$ cat src/rtl/logit_pack_if.sv
// rtl/logit_pack_if.sv - element stream into the logit collector
interface logit_pack_if #(
  parameter int DATA_W = 16
);
  logic              s_valid;
  logic              s_ready;
  logic [DATA_W-1:0] s_data;
  logic              s_last;

  modport master (output s_valid, s_data, s_last, input s_ready);
  modport slave  (input s_valid, s_data, s_last, output s_ready);
endinterface

$ cat src/rtl/logit_pack.sv
// rtl/logit_pack.sv - per-class logit accumulator, saturator and sorter loader
module logit_pack #(
  parameter int N_CLASS = 10,
  parameter int DATA_W  = 16,
  parameter int BEATS   = 4,
  parameter int ACC_W   = 24
) (
  input  logic                      clk,
  input  logic                      rst_n,
  logit_pack_if.slave               s,
  input  logic [N_CLASS*DATA_W-1:0] bias,
  input  logic                      sort_done,
  output logic                      load,
  output logic [N_CLASS*DATA_W-1:0] data,
  output logic                      frame_err,
  output logic                      busy
);
  localparam int CW = (N_CLASS > 1) ? $clog2(N_CLASS) : 1;
  localparam int BW = (BEATS > 1) ? $clog2(BEATS) : 1;
  localparam logic [CW-1:0] CLS_LAST  = CW'(N_CLASS - 1);
  localparam logic [BW-1:0] BEAT_LAST = BW'(BEATS - 1);
  localparam logic signed [ACC_W:0] SAT_MAX = (ACC_W+1)'((1 << (DATA_W - 1)) - 1);
  localparam logic signed [ACC_W:0] SAT_MIN = ~SAT_MAX;

  typedef enum logic [2:0] {ACC, SAT, LD1, LD2, WAIT} state_t;

  state_t                    state;
  logic [CW-1:0]             cls_cnt;
  logic [BW-1:0]             beat_cnt;
  logic signed [ACC_W-1:0]   acc [N_CLASS];
  logic [N_CLASS*DATA_W-1:0] bias_q;
  logic signed [ACC_W:0]     tot [N_CLASS];
  logic [N_CLASS*DATA_W-1:0] sat_bus;

  logic             accept;
  logic             first_elem;
  logic             final_elem;
  logic [ACC_W-1:0] s_ext;

  assign accept     = s.s_valid && s.s_ready;
  assign first_elem = (cls_cnt == '0) && (beat_cnt == '0);
  assign final_elem = (cls_cnt == CLS_LAST) && (beat_cnt == BEAT_LAST);
  assign s_ext      = {{(ACC_W-DATA_W){s.s_data[DATA_W-1]}}, s.s_data};

  // Totals are formed one bit wider than the accumulator so acc+bias never wraps before clamping.
  always_comb begin
    sat_bus = '0;
    for (int c = 0; c < N_CLASS; c++) begin
      tot[c] = {acc[c][ACC_W-1], acc[c]}
             + {{(ACC_W+1-DATA_W){bias_q[(N_CLASS-1-c)*DATA_W + DATA_W-1]}},
                bias_q[(N_CLASS-1-c)*DATA_W +: DATA_W]};
      if (tot[c] > SAT_MAX)
        sat_bus[(N_CLASS-1-c)*DATA_W +: DATA_W] = {1'b0, {(DATA_W-1){1'b1}}};
      else if (tot[c] < SAT_MIN)
        sat_bus[(N_CLASS-1-c)*DATA_W +: DATA_W] = {1'b1, {(DATA_W-1){1'b0}}};
      else
        sat_bus[(N_CLASS-1-c)*DATA_W +: DATA_W] = tot[c][DATA_W-1:0];
    end
  end

  always_ff @(posedge clk or negedge rst_n) begin
    if (!rst_n) begin
      state     <= ACC;
      cls_cnt   <= '0;
      beat_cnt  <= '0;
      bias_q    <= '0;
      s.s_ready <= 1'b1;
      load      <= 1'b0;
      data      <= '0;
      frame_err <= 1'b0;
      busy      <= 1'b0;
      for (int c = 0; c < N_CLASS; c++) acc[c] <= '0;
    end else begin
      frame_err <= 1'b0;
      case (state)
        ACC: begin
          if (accept) begin
            if (first_elem) bias_q <= bias;
            if (final_elem) begin
              for (int c = 0; c < N_CLASS; c++)
                if (cls_cnt == CW'(c)) acc[c] <= acc[c] + s_ext;
              frame_err <= !s.s_last;
              s.s_ready <= 1'b0;
              busy      <= 1'b1;
              state     <= SAT;
            end else if (s.s_last) begin
              // Premature end of frame: drop everything gathered so far.
              for (int c = 0; c < N_CLASS; c++) acc[c] <= '0;
              cls_cnt   <= '0;
              beat_cnt  <= '0;
              frame_err <= 1'b1;
              busy      <= 1'b0;
            end else begin
              for (int c = 0; c < N_CLASS; c++)
                if (cls_cnt == CW'(c)) acc[c] <= acc[c] + s_ext;
              if (cls_cnt == CLS_LAST) begin
                cls_cnt  <= '0;
                beat_cnt <= beat_cnt + 1'b1;
              end else begin
                cls_cnt <= cls_cnt + 1'b1;
              end
              busy <= 1'b1;
            end
          end
        end
        SAT: begin
          data     <= sat_bus;
          for (int c = 0; c < N_CLASS; c++) acc[c] <= '0;
          cls_cnt  <= '0;
          beat_cnt <= '0;
          load     <= 1'b1;
          state    <= LD1;
        end
        LD1: state <= LD2;
        LD2: begin
          load  <= 1'b0;
          state <= WAIT;
        end
        WAIT: begin
          if (sort_done) begin
            s.s_ready <= 1'b1;
            busy      <= 1'b0;
            state     <= ACC;
          end
        end
        default: begin
          s.s_ready <= 1'b1;
          load      <= 1'b0;
          busy      <= 1'b0;
          state     <= ACC;
        end
      endcase
    end
  end
endmodule

$ cat src/flat_wrapper.sv
// flat-port wrapper written by rule: the top's interface ports become plain ports
module logit_pack_flat 
#(
  parameter int N_CLASS = 10,
  parameter int DATA_W  = 16,
  parameter int BEATS   = 4,
  parameter int ACC_W   = 24
)
  (clk, rst_n, bias, sort_done, load, data, frame_err, busy, s_s_valid, s_s_data, s_s_last, s_s_ready);
  logit_pack_if #(.DATA_W(DATA_W)) s_i ();
  input  logic clk;
  input  logic rst_n;
  input  logic [N_CLASS*DATA_W-1:0] bias;
  input  logic sort_done;
  output logic load;
  output logic [N_CLASS*DATA_W-1:0] data;
  output logic frame_err;
  output logic busy;
  input wire logic [$bits(s_i.s_valid)-1:0] s_s_valid;
  input wire logic [$bits(s_i.s_data)-1:0] s_s_data;
  input wire logic [$bits(s_i.s_last)-1:0] s_s_last;
  output wire logic [$bits(s_i.s_ready)-1:0] s_s_ready;
  assign s_i.s_valid = s_s_valid;
  assign s_i.s_data = s_s_data;
  assign s_i.s_last = s_s_last;
  assign s_s_ready = s_i.s_ready;
  logit_pack #(.N_CLASS(N_CLASS), .DATA_W(DATA_W), .BEATS(BEATS), .ACC_W(ACC_W)) u_core (.clk(clk), .rst_n(rst_n), .s(s_i), .bias(bias), .sort_done(sort_done), .load(load), .data(data), .frame_err(frame_err), .busy(busy));
endmodule
$ cat config.mk
export PLATFORM = sky130hd
export DESIGN_NAME = logit_pack_flat
export DESIGN_NICKNAME = d
export VERILOG_FILES = /design/src/rtl/logit_pack_if.sv /design/src/rtl/logit_pack.sv /design/src/flat_wrapper.sv
export SDC_FILE = /design/constraint.sdc
export NUM_CORES = 2
export LEC_CHECK = 0
export CORE_AREA = 3 3 276 278
export CTS_CLUSTER_DIAMETER = 120
export CTS_CLUSTER_SIZE = 40
export DETAILED_ROUTE_END_ITERATION = 8
export DIE_AREA = 0 0 279 281
export PLACE_DENSITY = 0.91
export SETUP_SLACK_MARGIN = 0.4
export SLEW_MARGIN = 20
export SYNTH_ARGS = -nofsm -noshare
export SYNTH_HDL_FRONTEND = slang
export SYNTH_SLANG_ARGS = --single-unit
$ cat constraint.sdc
create_clock -name clk -period 4.1 [get_ports clk]
set_clock_uncertainty 0.1 [all_clocks]
set_input_delay 0.615 -clock clk [delete_from_list [all_inputs] [get_ports clk]]
set_output_delay 0.615 -clock clk [all_outputs]
set_load 0.01 [all_outputs]
# Word-level counts from Yosys, hierarchy flattened

Index checks and enable logic that the tools add are counted.

Bits in registers: 573
Output and inout port bits: 164
Logic and storage cells: 160

Add/subtract/negate cells: 22
$lt $le $gt $ge: 20
Equal/unequal tests: 19
Mux-type cells: 62
Bitwise gates (word level): 1
Reductions and logical operators: 17

Operators by type and width:

| operator               | number |
|---|---|
| $mux W240              | 3 |
| $pmux W240 S2          | 1 |
| $mux W16               | 20 |
| $add A24 B16 Y25       | 10 |
| $gt A25 B16 Y1 const B | 10 |
| $lt A25 B16 Y1 const B | 10 |
| $add A24 B24 Y24       | 10 |
| $mux W24               | 10 |
| $eq A4 B3 Y1 const B   | 4 |
| $mux W4                | 4 |
| $pmux W3 S5            | 1 |
| $reduce_and A3 Y1      | 4 |
| $mux W1                | 11 |
| $mux W3                | 3 |
| $eq A4 B2 Y1 const B   | 2 |
| $eq A4 B4 Y1 const B   | 2 |
| $mux W2                | 4 |
| $pmux W4 S2            | 1 |
| $reduce_and A4 Y1      | 2 |
| $eq A3 B2 Y1 const B   | 2 |
| $pmux W1 S3            | 2 |
| $reduce_or A3 Y1       | 2 |
| $add A4 B1 Y4 const B  | 1 |
| $eq A4 B1 Y1 const B   | 1 |
| 17 further kinds       | 21 |

# Longest topological paths before layout

Depth after elaboration: 6
Depth in mapped cells: 15
Depth with buffers taken out: 13

# Worst setup path before layout

No wires, ideal clock.

Kind: in2reg
Start: input port s_s_data[0]
End: register u_core.acc[214] (netlist name)
Library setup time: 0.069 ns
Arrival time: 3.565 ns
Required time: 3.931 ns
Setup slack: 0.366 ns
Stages on the path: 13
Path through: ha_1 -> fa_1 -> a21o_1 -> a21oi_1 -> o21bai_1 -> a2111oi_1 -> nor4_1 -> o41a_1 -> o21ai_1 -> a21oi_1 -> o21a_1 -> or3_1 -> nand3_1

Cells in the longest elaborated chain, start to end: 6

RTL lines:

| what                           | RTL line                           | source |
|---|---|---|
| start: declaration             | flat_wrapper.sv:20                 | `input wire logic [$bits(s_i.s_data)-1:0] s_s_data;` |
| $add A24 B24 Y24 *             | logit_pack.sv:81, logit_pack.sv:95 |  |
| $mux W24 *                     | logit_pack.sv:81, logit_pack.sv:95 |  |
| $mux W240                      | logit_pack.sv:86                   | `end else if (s.s_last) begin` |
| $mux W240 *                    | logit_pack.sv:79                   | `if (final_elem) begin` |
| $mux W240 *                    | logit_pack.sv:77                   | `if (accept) begin` |
| $pmux W240 S2 *                | logit_pack.sv:75                   | `case (state)` |
| end signal: indexed assignment | logit_pack.sv:81                   | `if (cls_cnt == CW'(c)) acc[c] <= acc[c] + s_ext;` |
| end signal: indexed assignment | logit_pack.sv:95                   | `if (cls_cnt == CW'(c)) acc[c] <= acc[c] + s_ext;` |
| end: declaration               | logit_pack.sv:30                   | `logic signed [ACC_W-1:0] acc [N_CLASS];` |

Every way passes the cells marked *; elsewhere a longest branch is shown, timed or not. The select of a mux whose other input is x is not followed.
A chain may end at the register's enable or synchronous reset.

# Worst setup path in the final report

Start: register u_core.acc[48] (netlist name)
End: register u_core.data[44]

Cells in the longest elaborated chain, start to end: 4
Elaborated cells on any way between the ends: 5
Those cells by class: add/sub: 1; order compare: 2; mux: 2

RTL lines:

| what                   | RTL line          | source |
|---|---|---|
| $add A24 B16 Y25 *     | logit_pack.sv:50  | `+ {{(ACC_W+1-DATA_W){bias_q[(N_CLASS-1-c)*DATA_W + DATA_W-1]}},` |
| $lt A25 B16 Y1         | logit_pack.sv:54  | `else if (tot[c] < SAT_MIN)` |
| $mux W16               | logit_pack.sv:54  |  |
| $mux W16 *             | logit_pack.sv:52  | `if (tot[c] > SAT_MAX)` |
| end signal: assignment | logit_pack.sv:107 | `data <= sat_bus;` |
| end: declaration       | logit_pack.sv:14  | `output logic [N_CLASS*DATA_W-1:0] data,` |

Every way passes the cells marked *; elsewhere a longest branch is shown, timed or not.

==> flow_summary.rst <==
.. list-table::
   :header-rows: 1

   * - Metric
     - Value
   * - Final core utilization
     - 0.7243
   * - Startpoint types
     - flip-flop
   * - Critical path origin
     - u_core.acc[48]$_DFFE_PN0P_
   * - Largest net degree at the start of global routing
     - 123
   * - Cell types occupying the most area after synthesis
     - sky130_fd_sc_hd__dfrtp_1 32%, sky130_fd_sc_hd__ha_1 13%, sky130_fd_sc_hd__a21oi_1 5.2%
   * - EDFF count, synth
     - 0
   * - Remaining routing DRC violations
     - 0
   * - Worst hold-check path type
     - flip-flop to flip-flop
   * - Wire length of the first global-routing pass
     - 208.7 mm
   * - Switch Pwr
     - 11.46 mW
   * - GRT Resource Usage Total
     - 0.3254
   * - Top-count cell post-synth
     - sky130_fd_sc_hd__dfrtp_1
   * - Number of instances in the synthesized netlist
     - 4955
   * - Worst ir drop on vdd
     - 0.0005125 V
   * - Total Power Consumption
     - 26.29 mW
   * - Switching portion of total power
     - 0.4360
   * - Clk pwr share
     - 0.118
   * - Average routed wire per standard cell
     - 22.25 µm
   * - Syn nets
     - 5629
   * - Outcome
     - finished, final reports clean
   * - Hold Violations, Final
     - 0
   * - Top fanout value on the critical path
     - 6
   * - Post-Syn Area per Cell
     - 8.906 µm²
   * - Vertical die dimension
     - 281 µm
   * - Max-slew violation count
     - 0
   * - Number of filler instances in the final layout
     - 4873
   * - Max-Slew Margin vs Limit
     - 0.4052
   * - Post-route antenna net violation count
     - 0
   * - Skew-Pair Late Insertion Delay
     - 0.63 ns
   * - Fin crit share
     - 0.9561
   * - Boundary Pins
     - 345
   * - Total wirelength of the detailed-routed design
     - 144.0 mm
   * - Proportion of synthesized chip area in sequential cells
     - 0.3250
   * - Crit Path Class
     - flip-flop to flip-flop
   * - Placed cell count
     - 6338
   * - Area of the core region
     - 74200 µm²
   * - Worst-margin pin slew
     - 0.8889 ns
   * - Reported leakage power
     - 25.35 nW
   * - First DRT Iteration DRCs
     - 4133
   * - CTS H-tree depth
     - 1
   * - Antenna violations before repair
     - 3
   * - First-pass iteration count of the detailed router
     - 6
   * - Setup-failing EPs final
     - 0
   * - Via count of the first global-routing pass
     - 40340
   * - Setup repair after global routing missed its margin
     - yes
   * - Arrival time worst endpoint
     - 4.35 ns
   * - Num Clock Sinks
     - 573
   * - Die Span X
     - 279 µm
   * - TritonCTS clock tree
     - yes
   * - Max clock buf depth
     - 3
   * - Kind of capture point of the worst setup path
     - flip-flop
   * - Clk pin slew, worst setup/hold paths
     - 0.15 ns
   * - Reg2Reg Setup Slack
     - 0.18 ns
   * - Final non-filler cell total
     - 6471
   * - Total of max-cap violations
     - 0
   * - Sequential share of power
     - 0.329
   * - Worst hold start
     - u_core.data[79]$_DFFE_PN0P_
   * - Total number of vias
     - 43010
   * - Post-synthesis register bit count
     - 573
   * - Final RePlAce weighted congestion
     - 0.9478
   * - Library cell with the largest summed area after synthesis
     - sky130_fd_sc_hd__dfrtp_1
   * - F_max
     - 0.2551 GHz
   * - Average vias per placed instance
     - 6.646
   * - Cell variety after synth
     - 99
   * - Fraction of final layout cells with drive strength greater than 1
     - 0.1647
   * - Crit Reg-Reg Startpoint
     - u_core.acc[48]$_DFFE_PN0P_
   * - P_int
     - 14.83 mW
   * - Post-detail-place hpwl
     - 98.21 mm
   * - Worst-case setup slack after placement
     - -0.4012 ns
   * - Async S/R FF share, synth
     - 1.000
   * - TritonCTS buffer count
     - 20
   * - Post-layout min period
     - 3.920 ns
   * - Top flip-flop cell by instance count after synthesis
     - sky130_fd_sc_hd__dfrtp_1
   * - Most numerous cell types in the synthesized netlist
     - 572 x sky130_fd_sc_hd__dfrtp_1, 492 x sky130_fd_sc_hd__nor2_1, 475 x sky130_fd_sc_hd__nand2_1
   * - Share of total power in combinational logic
     - 0.553
   * - Setup WS post-layout
     - 0.1801 ns
   * - Starting utilization of the core area
     - 0.5948
   * - Yosys top cell area share
     - 0.3244
   * - Floorplan die area
     - 78400 µm²
   * - Layout-stage area growth over the synthesis result
     - 21.77%
   * - Buffer cell driving the clock tree root
     - sky130_fd_sc_hd__clkbuf_16
   * - Total number of yosys warnings
     - 0
   * - Critical path required time
     - 4.53 ns
   * - Post-layout net count
     - 6163
   * - Overflow after GRT
     - 0
   * - Power Density
     - 489.1 nW/µm²
   * - Total number of placement rows
     - 100
   * - Synthesized cell area
     - 44130 µm²
   * - Minimum hold slack
     - 0.4092 ns
   * - Number of port buffers
     - 344
==> layout make-up <==
type | instances | area, µm² | share of cell area
Multi-Input combinational cell | 4143 | 30830 | 0.5737
Sequential cell | 573 | 14370 | 0.2674
Timing Repair Buffer | 639 | 6186 | 0.1151
Tap cell | 969 | 1212 | 0.02256
Clock buffer | 24 | 566.8 | 0.01055
Inverter | 112 | 420.4 | 0.007823
Clock inverter | 9 | 148.9 | 0.002771
Antenna cell | 2 | 5.005 | 0.00009313
==> cells by family (layout without fill, tap and decap cells) <==
| kind of cell | after synthesis | after routing | synth area share |
|---|---|---|---|
| flops | 573 | 573 | 0.3250 |
| simple gates | 1553 | 1553 | 0.1626 |
| other cells | 0 | 2 | 0 |
| xor+xnor | 343 | 343 | 0.06807 |
| compound gates | 1580 | 1581 | 0.2357 |
| fa+ha+maj | 493 | 493 | 0.1432 |
| buf+inv | 240 | 784 | 0.02169 |
| mux | 173 | 173 | 0.04381 |
==> stage by stage <==
stage | setup TNS, ns | instance area [µm²]
after floorplan | 0 | 44130
after global placement | -3.402 | 50110
after detailed placement | -6.235 | 50110
after CTS | 0 | 51490
after global routing | 0 | 53740
final | 0 | 53740
==> path summary, 6_finish.rpt <==
kind,end,depth (start not counted)
worst max-delay path,u_core.data[44]$_DFFE_PN0P_,15
worst min-delay path,u_core.data[79]$_DFFE_PN0P_,1
worst max register to register,u_core.data[44]$_DFFE_PN0P_,15
worst min register to register,u_core.data[79]$_DFFE_PN0P_,1
max in group asynchronous,u_core.s.s_ready$_DFFE_PN1P_,4
min in group asynchronous,u_core.data[33]$_DFFE_PN0P_,2
==> cell usage in the layout (no fill, tap or decap), types with 28 or more instances in the layout <==
cell type	n
sky130_fd_sc_hd__xnor2_1	224
sky130_fd_sc_hd__nor2b_1	51
sky130_fd_sc_hd__o21a_1	69
sky130_fd_sc_hd__a21oi_2	62
sky130_fd_sc_hd__a22o_1	69
sky130_fd_sc_hd__o211ai_1	35
sky130_fd_sc_hd__xor2_1	111
sky130_fd_sc_hd__nor3_1	115
sky130_fd_sc_hd__clkdlybuf4s50_1	340
sky130_fd_sc_hd__o21ai_0	255
sky130_fd_sc_hd__mux2_2	161
sky130_fd_sc_hd__nand3_1	88
sky130_fd_sc_hd__dfrtp_1	549
sky130_fd_sc_hd__a21o_1	160
sky130_fd_sc_hd__buf_4	244
sky130_fd_sc_hd__nand2_1	430
sky130_fd_sc_hd__nand4_1	28
sky130_fd_sc_hd__o21bai_1	43
sky130_fd_sc_hd__a21oi_1	390
sky130_fd_sc_hd__buf_12	30
sky130_fd_sc_hd__or3_1	47
sky130_fd_sc_hd__o21ai_1	30
sky130_fd_sc_hd__nor2_1	485
sky130_fd_sc_hd__a31oi_1	46
sky130_fd_sc_hd__and2_1	34
sky130_fd_sc_hd__inv_1	112
sky130_fd_sc_hd__a211oi_1	55
sky130_fd_sc_hd__nand2b_1	63
sky130_fd_sc_hd__and3_1	41
sky130_fd_sc_hd__ha_1	438
==> what timing repair did <==
item                                    CTS  global route
hold buffers                              1             0
hold endpoints to repair                 74             0
pin swaps                                47           145
setup buffers                            27            56
gates resized for setup                 102           371
endpoints found under the setup margin  158           174
cloned                                    3            11
==> per-layer routing <==
layer / vias up / track usage / wire [µm]
li1: 19300 / - / -
met1: 20840 / 0.4245 / 55720
met2: 2293 / 0.5376 / 66620
met3: 571 / 0.04777 / 13310
met4: 0 / 0.1507 / 8358
met5: - / 0 / 0
==> flip-flops by register name (all words and copies together), names as in the netlist <==
signal            count
u_core.busy           1
u_core.bias_q       160
u_core.load           1
u_core.s.s_ready      1
u_core.cls_cnt        4
u_core.data         160
u_core.acc          240
u_core.state          3
u_core.beat_cnt       2
u_core.frame_err      1
==> critical path, stage by stage (launching register included) <==
cell	delay, ns
sky130_fd_sc_hd__dfrtp_1	0.46
sky130_fd_sc_hd__ha_4	0.19
sky130_fd_sc_hd__fa_2	0.40
sky130_fd_sc_hd__a211oi_2	0.29
sky130_fd_sc_hd__o21a_1	0.23
sky130_fd_sc_hd__o31ai_4	0.11
sky130_fd_sc_hd__o21a_2	0.24
sky130_fd_sc_hd__a211oi_2	0.25
sky130_fd_sc_hd__xor2_1	0.22
sky130_fd_sc_hd__buf_4	0.15
sky130_fd_sc_hd__o211ai_1	0.10
sky130_fd_sc_hd__a2111oi_2	0.34
sky130_fd_sc_hd__a31oi_2	0.29
sky130_fd_sc_hd__buf_6	0.24
sky130_fd_sc_hd__a31oi_4	0.13
sky130_fd_sc_hd__o21ai_1	0.08
==> power by group through the flow <==
stage	Combinational (mW)	Sequential, mW	Clock, mW
after floorplan	7.48	8.41	0
after global placement	11.8	8.54	0
after detailed placement	12.3	8.58	0
after CTS	12.6	8.48	3.13
after global routing	15.5	8.73	3.30
final	14.5	8.65	3.11
Note: power is estimated with default switching activity, not from simulation.
